File: src/rtl/s13207_cnt_chain.sv
// -----------------------------------------------------------------------------
// s13207_cnt_chain
//
// Register side of the s13207 counter-chain cone. Holds the counter state
// that the combinational partial-output cones evaluate, and produces the
// registered terminal-count pulse, sticky overflow flag and busy indication.
//
// Function: gated binary up-counter with synchronous clear, synchronous
// parallel load, a freeze input, a terminal count that wraps to zero, and an
// overflow flag cleared by an acknowledge handshake.
//
// Per-cycle priority, highest first:
//   clr > g1251 (freeze) > ld > increment (en) > hold
//   en = g150 & ~g1034 & ~g1251
//
// Parameters:
//   WIDTH     counter width in bits (2..16)
//   TC_VALUE  terminal count; an increment from this value wraps to 0.
//             Must be < 2**WIDTH.
//
// Ports:
//   CK      in   rising-edge clock
//   RN      in   asynchronous active-low reset
//   g150    in   count request
//   g1034   in   count inhibit, active high
//   g1251   in   freeze, active high (overrides everything except reset/clr)
//   clr     in   synchronous clear of cnt/tc (ovf untouched)
//   ld      in   synchronous parallel load
//   ld_val  in   load value [WIDTH-1:0]
//   ack     in   overflow acknowledge
//   cnt     out  counter state [WIDTH-1:0], registered
//   tc      out  one-cycle terminal-count pulse, registered
//   ovf     out  sticky overflow flag, registered
//   busy    out  registered (cnt != 0), updates with cnt
// -----------------------------------------------------------------------------
module s13207_cnt_chain #(
  parameter int WIDTH    = 12,
  parameter int TC_VALUE = 4095
) (
  input  logic             CK,
  input  logic             RN,
  input  logic             g150,
  input  logic             g1034,
  input  logic             g1251,
  input  logic             clr,
  input  logic             ld,
  input  logic [WIDTH-1:0] ld_val,
  input  logic             ack,
  output logic [WIDTH-1:0] cnt,
  output logic             tc,
  output logic             ovf,
  output logic             busy
);

  localparam logic [WIDTH-1:0] TC_LIM = WIDTH'(TC_VALUE);

  // Overflow handshake states.
  localparam logic [0:0] IDLE    = 1'b0;
  localparam logic [0:0] FLAGGED = 1'b1;

  // Counter advance: wraps to zero at the terminal count, otherwise adds one
  // modulo 2**WIDTH (so values above TC_VALUE roll over naturally).
  function automatic logic [WIDTH-1:0] advance(input logic [WIDTH-1:0] val);
    if (val == TC_LIM) begin
      advance = '0;
    end else begin
      advance = val + WIDTH'(1);
    end
  endfunction

  logic [WIDTH-1:0] cnt_p1;
  logic             tc_p1;
  logic             busy_p1;
  logic [0:0]       ovf_state_p1;

  logic             en;
  logic             wrap;
  logic [WIDTH-1:0] cnt_nxt;
  logic [0:0]       ovf_state_nxt;

  // Same gating as the cone term (~g1034 & g150), further qualified by freeze.
  assign en = g150 & ~g1034 & ~g1251;

  // A wrap only happens when the increment branch is actually taken, i.e.
  // neither clear nor load (freeze is already folded into en).
  assign wrap = ~clr & ~ld & en & (cnt_p1 == TC_LIM);

  always_comb begin
    cnt_nxt = cnt_p1;
    if (clr) begin
      cnt_nxt = '0;
    end else if (g1251) begin
      cnt_nxt = cnt_p1;
    end else if (ld) begin
      cnt_nxt = ld_val;
    end else if (en) begin
      cnt_nxt = advance(cnt_p1);
    end
  end

  // A wrap in the same cycle as ack beats the acknowledge.
  always_comb begin
    ovf_state_nxt = ovf_state_p1;
    case (ovf_state_p1)
      IDLE:    if (wrap)        ovf_state_nxt = FLAGGED;
      FLAGGED: if (ack && !wrap) ovf_state_nxt = IDLE;
      default: ovf_state_nxt = IDLE;
    endcase
  end

  // ---- register stage p1: counter, pulse, busy, overflow FSM ----
  always_ff @(posedge CK or negedge RN) begin
    if (!RN) begin
      cnt_p1       <= '0;
      tc_p1        <= 1'b0;
      busy_p1      <= 1'b0;
      ovf_state_p1 <= IDLE;
    end else begin
      cnt_p1       <= cnt_nxt;
      tc_p1        <= wrap;
      busy_p1      <= (cnt_nxt != '0);
      ovf_state_p1 <= ovf_state_nxt;
    end
  end

  assign cnt  = cnt_p1;
  assign tc   = tc_p1;
  assign busy = busy_p1;
  assign ovf  = (ovf_state_p1 == FLAGGED);

endmodule

File: config.mk
export PLATFORM = sky130hd
export DESIGN_NAME = s13207_cnt_chain
export DESIGN_NICKNAME = d
export VERILOG_FILES = /design/src/rtl/s13207_cnt_chain.sv
export SDC_FILE = /design/constraint.sdc
export NUM_CORES = 1
export LEC_CHECK = 0
export CAP_MARGIN = 20
export CELL_PAD_IN_SITES_DETAIL_PLACEMENT = 1
export CELL_PAD_IN_SITES_GLOBAL_PLACEMENT = 1
export CORE_ASPECT_RATIO = 1.75
export CORE_MARGIN = 2
export CORE_UTILIZATION = 33
export DETAILED_ROUTE_END_ITERATION = 8
export PLACE_DENSITY = 0.76
export REMOVE_ABC_BUFFERS = 1
export SKIP_CTS_REPAIR_TIMING = 1
export SLEW_MARGIN = 0
export SYNTH_ARGS = -nofsm -noshare
export SYNTH_HDL_FRONTEND = slang
export SYNTH_SLANG_ARGS = --single-unit
export TNS_END_PERCENT = 20
File: constraint.sdc
create_clock -name CK -period 3.4 [get_ports CK]
set_clock_uncertainty 0.2 [all_clocks]
set_input_delay 0.68 -clock CK [delete_from_list [all_inputs] [get_ports CK]]
set_output_delay 0.68 -clock CK [all_outputs]
set_load 0.05 [all_outputs]
[After elaboration in Yosys (flattened, before gate mapping)]
Index checks and enable logic that the tools add are counted.
Operators by class
  multiply operators: 0
  bitwise gates (word level): 10
  reductions and logical operators: 3
  equality and inequality tests: 1
  $add $sub $neg: 1
  muxes and demuxes: 8
  $lt $le $gt $ge: 0
  div/mod/pow operators: 0
  shift-type cells: 0
Operators with widths (number)
  12-bit 2-to-1 mux: 5
  12-bit by 1-bit adder with 12-bit output, second input constant: 1
  12-bit == test, second input constant: 1
  12-bit nonzero test: 1
  1-bit AND: 5
  1-bit inverter: 5
  1-bit 2-to-1 mux: 2
  1-bit case mux with 2 select lines: 1
  1-bit logical AND: 1
  1-bit zero test: 1
Storage, ports and cells
  output and inout bits: 15
  ROM bits: 0
  memory bits (writable): 0
  latch bits: 0
  memories kept: 0
  logic and storage cells: 27
  register bits after elaboration: 15
  input bits: 20

[Logic depth before layout (Yosys ltp)]
  word-level depth: 9
  mapped depth: 8
  mapped depth without buffers: 7

[Least setup slack after synthesis]
OpenSTA, ideal clock, no wires.
  kind: register -> register
  from: register cnt_p1[0], in the netlist cnt[0]
  to: register busy_p1, in the netlist busy
  data required time: 3061 ps
  arrival time: 2814 ps
  path slack: 248 ps
  buffers on the path: 0
  stages on the path, launching flop included: 8
  clock period less this slack: 3152 ps
  library setup time: 139 ps
  path through: dfrtp_1 > ha_1 > nand4b_1 > or2_2 > a311oi_1 > o311ai_0 > or4_1 > or4_1
Between the ends
  cells in the longest elaborated chain, start to end: 7
  elaborated cells on any way between the ends: 8
  those cells by class: add/sub (1); eq/ne (1); mux (5); reduce/logical (1)
Ends and longest elaborated chain
  start, declared: line 71  | logic [WIDTH-1:0] cnt_p1;
  start signal, assigned: line 119  | cnt_p1 <= cnt_nxt;
  12-bit by 1-bit adder with 12-bit output or 12-bit == test (tied branches): line 67, 64
  12-bit 2-to-1 mux: line 64  | if (val == TC_LIM) begin
  12-bit 2-to-1 mux: line 96  | end else if (en) begin
  12-bit 2-to-1 mux: line 94  | end else if (ld) begin
  12-bit 2-to-1 mux (*): line 92  | end else if (g1251) begin
  12-bit 2-to-1 mux (*): line 90  | if (clr) begin
  12-bit nonzero test (*): line 121  | busy_p1 <= (cnt_nxt != '0);
  end signal, assigned: line 121
  end, declared: line 73  | logic busy_p1;
Mark *: on every way between the ends. The rest lies on a longest branch, timed or not.

[Worst setup path in the final report]
  from: input ld
  to: register busy_p1, in the netlist busy
Between the ends
  cells in the longest elaborated chain, start to end: 4
Ends and longest elaborated chain
  start, declared: line 46  | input logic ld,
  12-bit 2-to-1 mux: line 94
  12-bit 2-to-1 mux: line 92
  12-bit 2-to-1 mux: line 90
  12-bit nonzero test: line 121
No other way between the ends.

==> results.toml <==
[timing]
tightest_slew_ps = 688.3
timing.final.crit_share = 0.9521
relSlewSlack = 0.5397
layout_min_cycle_time_ps = 3237
setup_tns_ps = 0
setup_slack_ps = 163.0
finalMaxSlewViolations = 0
rsz0062_at_grt = "false"
whs_ps = 313.2
hold_violations = 0
finalSetupViolCount = 0
fmax_ghz = 0.3089

[route]
dr_wl_met2_mm = 2.430
drt_iter0_drc = 47
met1_length_mm = 1.666
vias = 1323
viasPerCell = 5.703
routed-wl-met3_um = 114
drtPass1Iterations = 4
route.top_layer_used = "met4"
routed_wl_mm = 4.379
postRouteAntennaNets = 0
drc = 0
wire_per_inst_um = 18.88

[setup_path]
crit_arrival_ps = 3160
startpoint_type = "input pin"
r2r_start = "cnt[1]"
r2r_slack_ps = 320
path_max_fanout = 10
crit_required_ps = 3320
crit_type = "input pin to register"
rr_worst_depth = 7
setup.worst_path.end_class = "register"
r2r_end = "busy"

[min_path]
hold-path-endpoint = "ovf"
hold_path_class = "register to register"
holdCritStartpoint = "ovf"
hold_depth = 1

[logic_synthesis]
yosysWarnings = 0
synth_cell_types = 46
netlist_area_mm2 = 0.001087
yosys_register_bits = 15
synth.avg_cell_area_um2 = 8.175
seq_area_frac_synth = 0.3452
async_reset_ff_frac = 1.000
synth_area_leaders = "dfrtp_1, a21oi_1, nand2_1"
synth_cells = 133
synth_top_area_cell = "dfrtp_1"
netlist.area_leader.share = 0.3452
synth_edf_count = 0
synth_ff_type = "dfrtp_1"

[cells_and_area]
multi_input_area_um2 = 713.2
design_area_mm2 = 0.001738
diodes = 0
nets = 211
seqCellArea_um2 = 375.4
area.growth.synth_to_final_pct = 59.84
drive_above_1_share = 0.1958
fillCellCount = 380

[status]
status = "finished, final reports clean"

[die]
die_h_um = 79.94
num_rows = 27
initial_core_util = 0.3461
die_width_um = 47.39
pin_count = 35
core-area_mm2 = 0.003142
die-area_mm2 = 0.003788

[power]
ir_drop_uv = 279.5
p_leak_nw = 0.7120
p_per_area_mw_per_mm2 = 295.9

[place]
dp_hpwl_mm = 3.445
port_buffers = 34
place_congestion = 0.9410
pre_cts_slack_ps = -363.4
place_area_mm2 = 0.001639

[clocking]
path_clk_slew_ps = 60
cts_tree = "done"
cts_sinks = 15
insertion_delay_ps = 250
cts-htree-levels = 1
cts_buffers = 3
clockRootBuffer = "clkbuf_8"
clock_path_buffers = 2

[global_route]
first_global_vias = 1455
antenna_found_initial = 0
grt_overflow = 0
grt_max_degree = 16
grt_pass1_wl_mm = 6.989
track_usage = 0.2581

[flow_run]
drv_cap = 0
## synth_stat cells, types with 2 or more instances
cell type,count
a31oi_1,2
nand4b_1,2
nand3b_1,3
a311oi_1,2
or4_1,4
clkbuf_1,6
nand3_1,2
nand2_1,12
or2_2,2
nand2b_1,4
nand4_1,2
nor4_1,4
nor2_1,11
inv_1,6
and2_1,2
a22oi_1,2
o31ai_1,2
nor3_1,6
or3_1,4
o21ai_0,3
a21oi_1,13
dfrtp_1,15
## stage by stage
stage / total power, mW / instances / util
3_3_place_gp: 0.3624 / 228 / 0.5217
2_1_floorplan: 0.2782 / 127 / -
5_1_grt: 0.5357 / 232 / 0.5532
4_1_cts: 0.5150 / 232 / 0.5360
3_5_place_dp: 0.3671 / 228 / 0.5217
6_report: 0.5143 / 232 / 0.5532
## flip-flops by register name (all words and copies together) (netlist names)
| signal | count |
|---|---|
| cnt | 12 |
| tc | 1 |
| ovf | 1 |
| busy | 1 |
## placed cells by master (no fill, tap or decap), types with 2 or more instances in the layout
cell type and count:
dlymetal6s2s_1 3, nor3_1 6, nand3_1 2, or4_1 4, clkbuf_8 3, nand2_1 12
dfrtp_1 15, a22oi_1 2, a21oi_1 13, or3_1 4, nor4_1 3, nand4b_1 2
clkdlybuf4s50_1 31, nand3b_1 3, nand2b_1 4, buf_4 24, o31ai_1 2, or2_2 2
and2_1 2, nor2_1 11, nand4_1 2, o21ai_0 3, inv_1 6
## layout make-up
class | instances | area share
Tap cell | 43 | 0.03096
Timing Repair Buffer | 58 | 0.3038
Inverter | 6 | 0.01296
Clock buffer | 4 | 0.02592
Multi-Input combinational cell | 106 | 0.4104
Sequential cell | 15 | 0.2160
## critical path, cell delays in order
cell	delay, ps
clkdlybuf4s50_1	580
buf_4	220
or3_1	170
nor2_1	50
a21oi_1	190
or3b_2	460
or4_1	400
or4_1	400
## cells by family after synthesis
kind of cell,synth area share
compound gates,0.2463
fa+ha+maj,0.01151
buf+inv,0.04142
flops,0.3452
mux,0.009206
simple gates,0.3464
## power breakdown
group	internal [mW]	total (mW)	leakage (nW)	switching, mW
sequential	0.188	0.205	0.199	0.0164
clock	0.0831	0.146	0.0228	0.0627
combinational	0.0727	0.164	0.490	0.0909
total	0.344	0.514	0.712	0.170
## worst max-delay path by stage
stage	to	cells after the start	startpoint	slack [ps]
finish	busy	8	ld	160
global route	busy	8	ld	90
CTS	busy	8	g1251	-200
detailed placement	busy	8	g1251	-360
global placement	busy	7	g150	-270
floorplan	busy	7	cnt[0]	250
## routing by layer
metal,track usage,vias up
met3,0.02036,16
li1,-,618
met5,0,-
met4,0.1278,0
met1,0.2938,655
met2,0.4486,34
No activity file was read; power rests on OpenSTA's default activity.
==> variant 1, RTL diff (same settings) <==
Change the parameter `WIDTH` from 12 to 8.
--- a/src/rtl/s13207_cnt_chain.sv
+++ b/src/rtl/s13207_cnt_chain.sv
@@ -36,3 +36,3 @@
 module s13207_cnt_chain #(
-  parameter int WIDTH    = 12,
+  parameter int WIDTH    = 8,
   parameter int TC_VALUE = 4095
Interface: changed (resized cnt and ld_val); port bits go from 35 to 27. The function was not compared with the original's and may differ.
==> variant 1 against the original RTL <==
Cell count decreased by 38%. Critical path depth is 2 lower. Synthesized area fell by 28%. Critical path type unchanged. Synthesized cell count decreased by 33%. First-iteration DRC count is 57% lower. Worst setup slack better by 94 ps. Hold slack gained 48 ps. Wire length is 40% lower. Total power is 23% lower. Largest cell class unchanged. Final area is 34% lower. Sequential cell count decreased by 4. Global-route usage down 4.0 points. Die area is 26% lower. Non-clock buffer count down 28.
==> variant 1: results (changes against the original RTL) <==
INFO  metric outcome = finished clean
INFO  metric hold_path_depth = 2 (+1)
INFO  metric layout.filler_cells = 281 (-26%)
INFO  metric n_all_buffers = 30 (-48%)
INFO  metric detail_route.iter0.violations = 20 (-57%)
INFO  metric vias_in_the_first_global_route = 911 (-37%)
INFO  metric vdd_ir_drop_max = 0.0002370 V (-15%)
INFO  metric multi_input_gate_area_in_the_final_layout = 465.4 um2 (-35%)
INFO  metric detail_route.wirelength = 2.613 mm (-40%)
INFO  metric power_leakage = 0.4612 nW (-35%)
INFO  metric grt_start_max_net_pins = 23 (+7)
INFO  metric timing.reg2reg.worst_path_depth = 6 (-1)
INFO  metric largest_register_ffs = 8 (-4)
INFO  metric clock_sinks = 11 (-4)
INFO  metric synth.most_common_cell = sky130_fd_sc_hd__nand2_1
INFO  metric gp_congestion = 0.8901 (-5.4%)
INFO  metric synth_cells = 89 (-33%)
INFO  metric clock_tree_area_fraction = 0.03943 (+0.01351)
INFO  metric synthDistinctLibCells = 36 (-22%)
INFO  metric numPlacedInstances = 140 (-39%)
INFO  metric post_route_cells_drive_above_1_share = 0.1092 (-0.08652)
INFO  metric ys_top_cells_by_area = sky130_fd_sc_hd__dfrtp_1 35%, sky130_fd_sc_hd__nand2_1 5.8%, sky130_fd_sc_hd__a41oi_4 3.5%
INFO  metric hold_slack = 361.3 ps (+48.07 ps)
INFO  metric nonClkBufAreaFrac = 0.2651 (-0.03876)
INFO  metric post-dp-hpwl = 2.065 mm (-40%)
INFO  metric grt_pass1_wl = 4.098 mm (-41%)
INFO  metric max_slew_margin = 0.6625 (+0.1228)
INFO  metric synth_commonest_cells = 12 x sky130_fd_sc_hd__nand2_1, 11 x sky130_fd_sc_hd__dfrtp_1, 6 x sky130_fd_sc_hd__inv_1
INFO  metric count_of_buffers_from_port_buffering = 26 (-24%)
INFO  metric post_drt_wl_per_cell = 18.15 um (-3.9%)
INFO  metric share_of_synthesized_area_occupied_by_flip_flops_and_latches = 0.3526 (+0.007340)
INFO  metric arrival_time_at_the_worst_endpoint = 3050 ps (-110 ps)
INFO  metric dp_slack = 27.88 ps (+391.3 ps)
INFO  metric multi_input_gates = 68 (-36%)
variant 1: cell count changes after synthesis, sizes merged, moves of 3 or more:
cell,delta
nor2,-6
nor3,-4
or3,-3
nor4,-4
dfrtp,-4
a21oi,-8
clkbuf,-4
variant 1: metal layers:
metal / track usage / wire, um
met3: 0.03571 / 110
met4: 0.1167 / 93
met1: 0.2195 / 911
met5: 0 / 0
met2: 0.3948 / 1498
variant 1: logic make-up after synthesis:
kind of cell    after synthesis  share of synthesized area
buf+inv                      10                    0.05128
mux                           1                    0.01282
compound gates               30                     0.2997
flops                        11                     0.3526
fa+ha+maj                     1                    0.01602
simple gates                 36                     0.2676
variant 1: power breakdown:
group / leakage [nW] / internal [mW] / switching (mW)
Sequential: 0.146 / 0.139 / 0.0123
Combinational: 0.292 / 0.0499 / 0.0637
Clock: 0.0228 / 0.0825 / 0.0510
Total: 0.461 / 0.271 / 0.127
==> variant 2, RTL diff (same flow settings) <==
Made on the original files. Register the output `ovf`, cleared by the reset; this adds one clock of latency there. The other outputs are not delayed to match. Comments in the files are not updated.
--- a/src/rtl/s13207_cnt_chain.sv
+++ b/src/rtl/s13207_cnt_chain.sv
@@ -128,3 +128,9 @@
   assign busy = busy_p1;
-  assign ovf  = (ovf_state_p1 == FLAGGED);
+  always_ff @(posedge CK or negedge RN) begin
+    if (!RN) begin
+      ovf <= '0;
+    end else begin
+      ovf <= (ovf_state_p1 == FLAGGED);
+    end
+  end
 
Check against the original RTL: not equivalent (a bounded check fails within 4 cycles, from zero or initial values).
==> variant 2 against the original RTL <==
Synthesized area up 2.3%. Fmax up 0.41%. Synthesized cell count up 0.75%. Die area up 2.1%. Wire length up 3.1%. Total power up 7.5%. Worst setup slack better by 13 ps. Sequential power up 5%. Final area up 2.6%. Sequential share of layout area up 0.86 points. Register-to-register slack better by 160 ps. Sequential cell count up 1. Critical endpoint unchanged.
==> variant 2: results (changes against the original RTL) <==
INFO  metric numPlacedInstances = 234 (+2.6%)
INFO  metric synth_compound_area_frac = 0.2407 (-0.005540)
INFO  metric grt_start_max_net_pins = 17 (+1)
INFO  metric via_density_per_instance = 5.807 (+1.8%)
INFO  metric dp_slack = -376.9 ps (-13.46 ps)
INFO  metric detail_route.wirelength = 4.516 mm (+3.1%)
INFO  metric synth_area_per_cell = 8.301 um2 (+1.5%)
INFO  metric share_of_synthesized_area_occupied_by_flip_flops_and_latches = 0.3600 (+0.01473)
INFO  metric worst_pin_slew = 727.9 ps (+39.61 ps)
INFO  metric timing.critical_path.fanout_max = 5 (-5)
INFO  metric synthAdderAreaFrac = 0.01125 (-0.0002589)
INFO  metric arrival_time_at_the_worst_endpoint = 3150 ps (about the same)
INFO  metric fmax = 0.3102 GHz (+0.41%)
INFO  metric detail_route.iter0.violations = 16 (-66%)
INFO  metric internal-power = 0.3796 mW (+10%)
INFO  metric design.final.nets = 217 (+2.8%)
INFO  metric outcome = finished clean
INFO  metric synth.mux.area_fraction = 0.008999 (-0.0002071)
INFO  metric comb_power_share = 0.306 (-0.012)
INFO  metric min-delay-start = ovf_state_p1$_DFF_PN0_
INFO  metric post_route_cells_drive_above_1_share = 0.2154 (+0.01962)
INFO  metric synth_commonest_cells = 16 x sky130_fd_sc_hd__dfrtp_1, 13 x sky130_fd_sc_hd__a21oi_1, 12 x sky130_fd_sc_hd__nand2_1
INFO  metric post_drt_wl_per_cell = 18.97 um (+0.53%)
INFO  metric reg2reg_from = cnt[3]$_DFF_PN0_
INFO  metric vdd_ir_drop_max = 0.0002305 V (-18%)
INFO  metric hold_path_depth = 0 (-1)
INFO  metric grtUsageTotal = 0.2598 (+0.001695)
[variant 2: cell types whose count changed after synthesis]
| cell | delta |
|---|---|
| sky130_fd_sc_hd__dfrtp_1 | +1 |
[variant 2: critical path, delay by kind of cell]
family | cells | cell delay, ps
and+or+nand+nor | 5 | 1550
buffers and inverters | 2 | 780
AOI/OAI and AO/OA | 1 | 130
[variant 2: layout make-up]
type                       instances  area, um2
sequential                        16      400.4
inverter                           6      22.52
multi-input combinational        106      685.7
clock buffer                       4      55.05
fill                             399       1393
timing repair buffer              63      565.5
tap                               43      53.80
[variant 2: power groups by stage]
stage / Sequential [mW] / Combinational, mW / Clock [mW]
2_1_floorplan: 0.251 / 0.0389 / 0
6_report: 0.215 / 0.169 / 0.168
3_3_place_gp: 0.217 / 0.164 / 0
3_5_place_dp: 0.218 / 0.168 / 0
4_1_cts: 0.215 / 0.169 / 0.175
5_1_grt: 0.217 / 0.181 / 0.187
[variant 2: kinds of logic after synthesis]
family / count (synthesis)
compound gates: 39
fa+ha+maj: 1
buf+inv: 12
flops: 16
mux: 1
simple gates: 65
[variant 2: per-stage QoR]
stage	utilization	hold slack, ps	setup TNS (ps)
final	0.5615	187.3	0
after CTS	0.5532	187.6	-115.1
after global placement	0.5359	165.5	-303.4
after floorplan	-	154.0	0
after global routing	0.5615	202.5	0
after detailed placement	0.5359	172.2	-376.9
[variant 2: per-layer routing]
metal  vias up  routed length, um  global-route usage
li1        638                  -                   -
met2        49               2522              0.4640
met4         0                189              0.1270
met5         -                  0                   0
met1       679               1643              0.2775
met3        16                160             0.03556
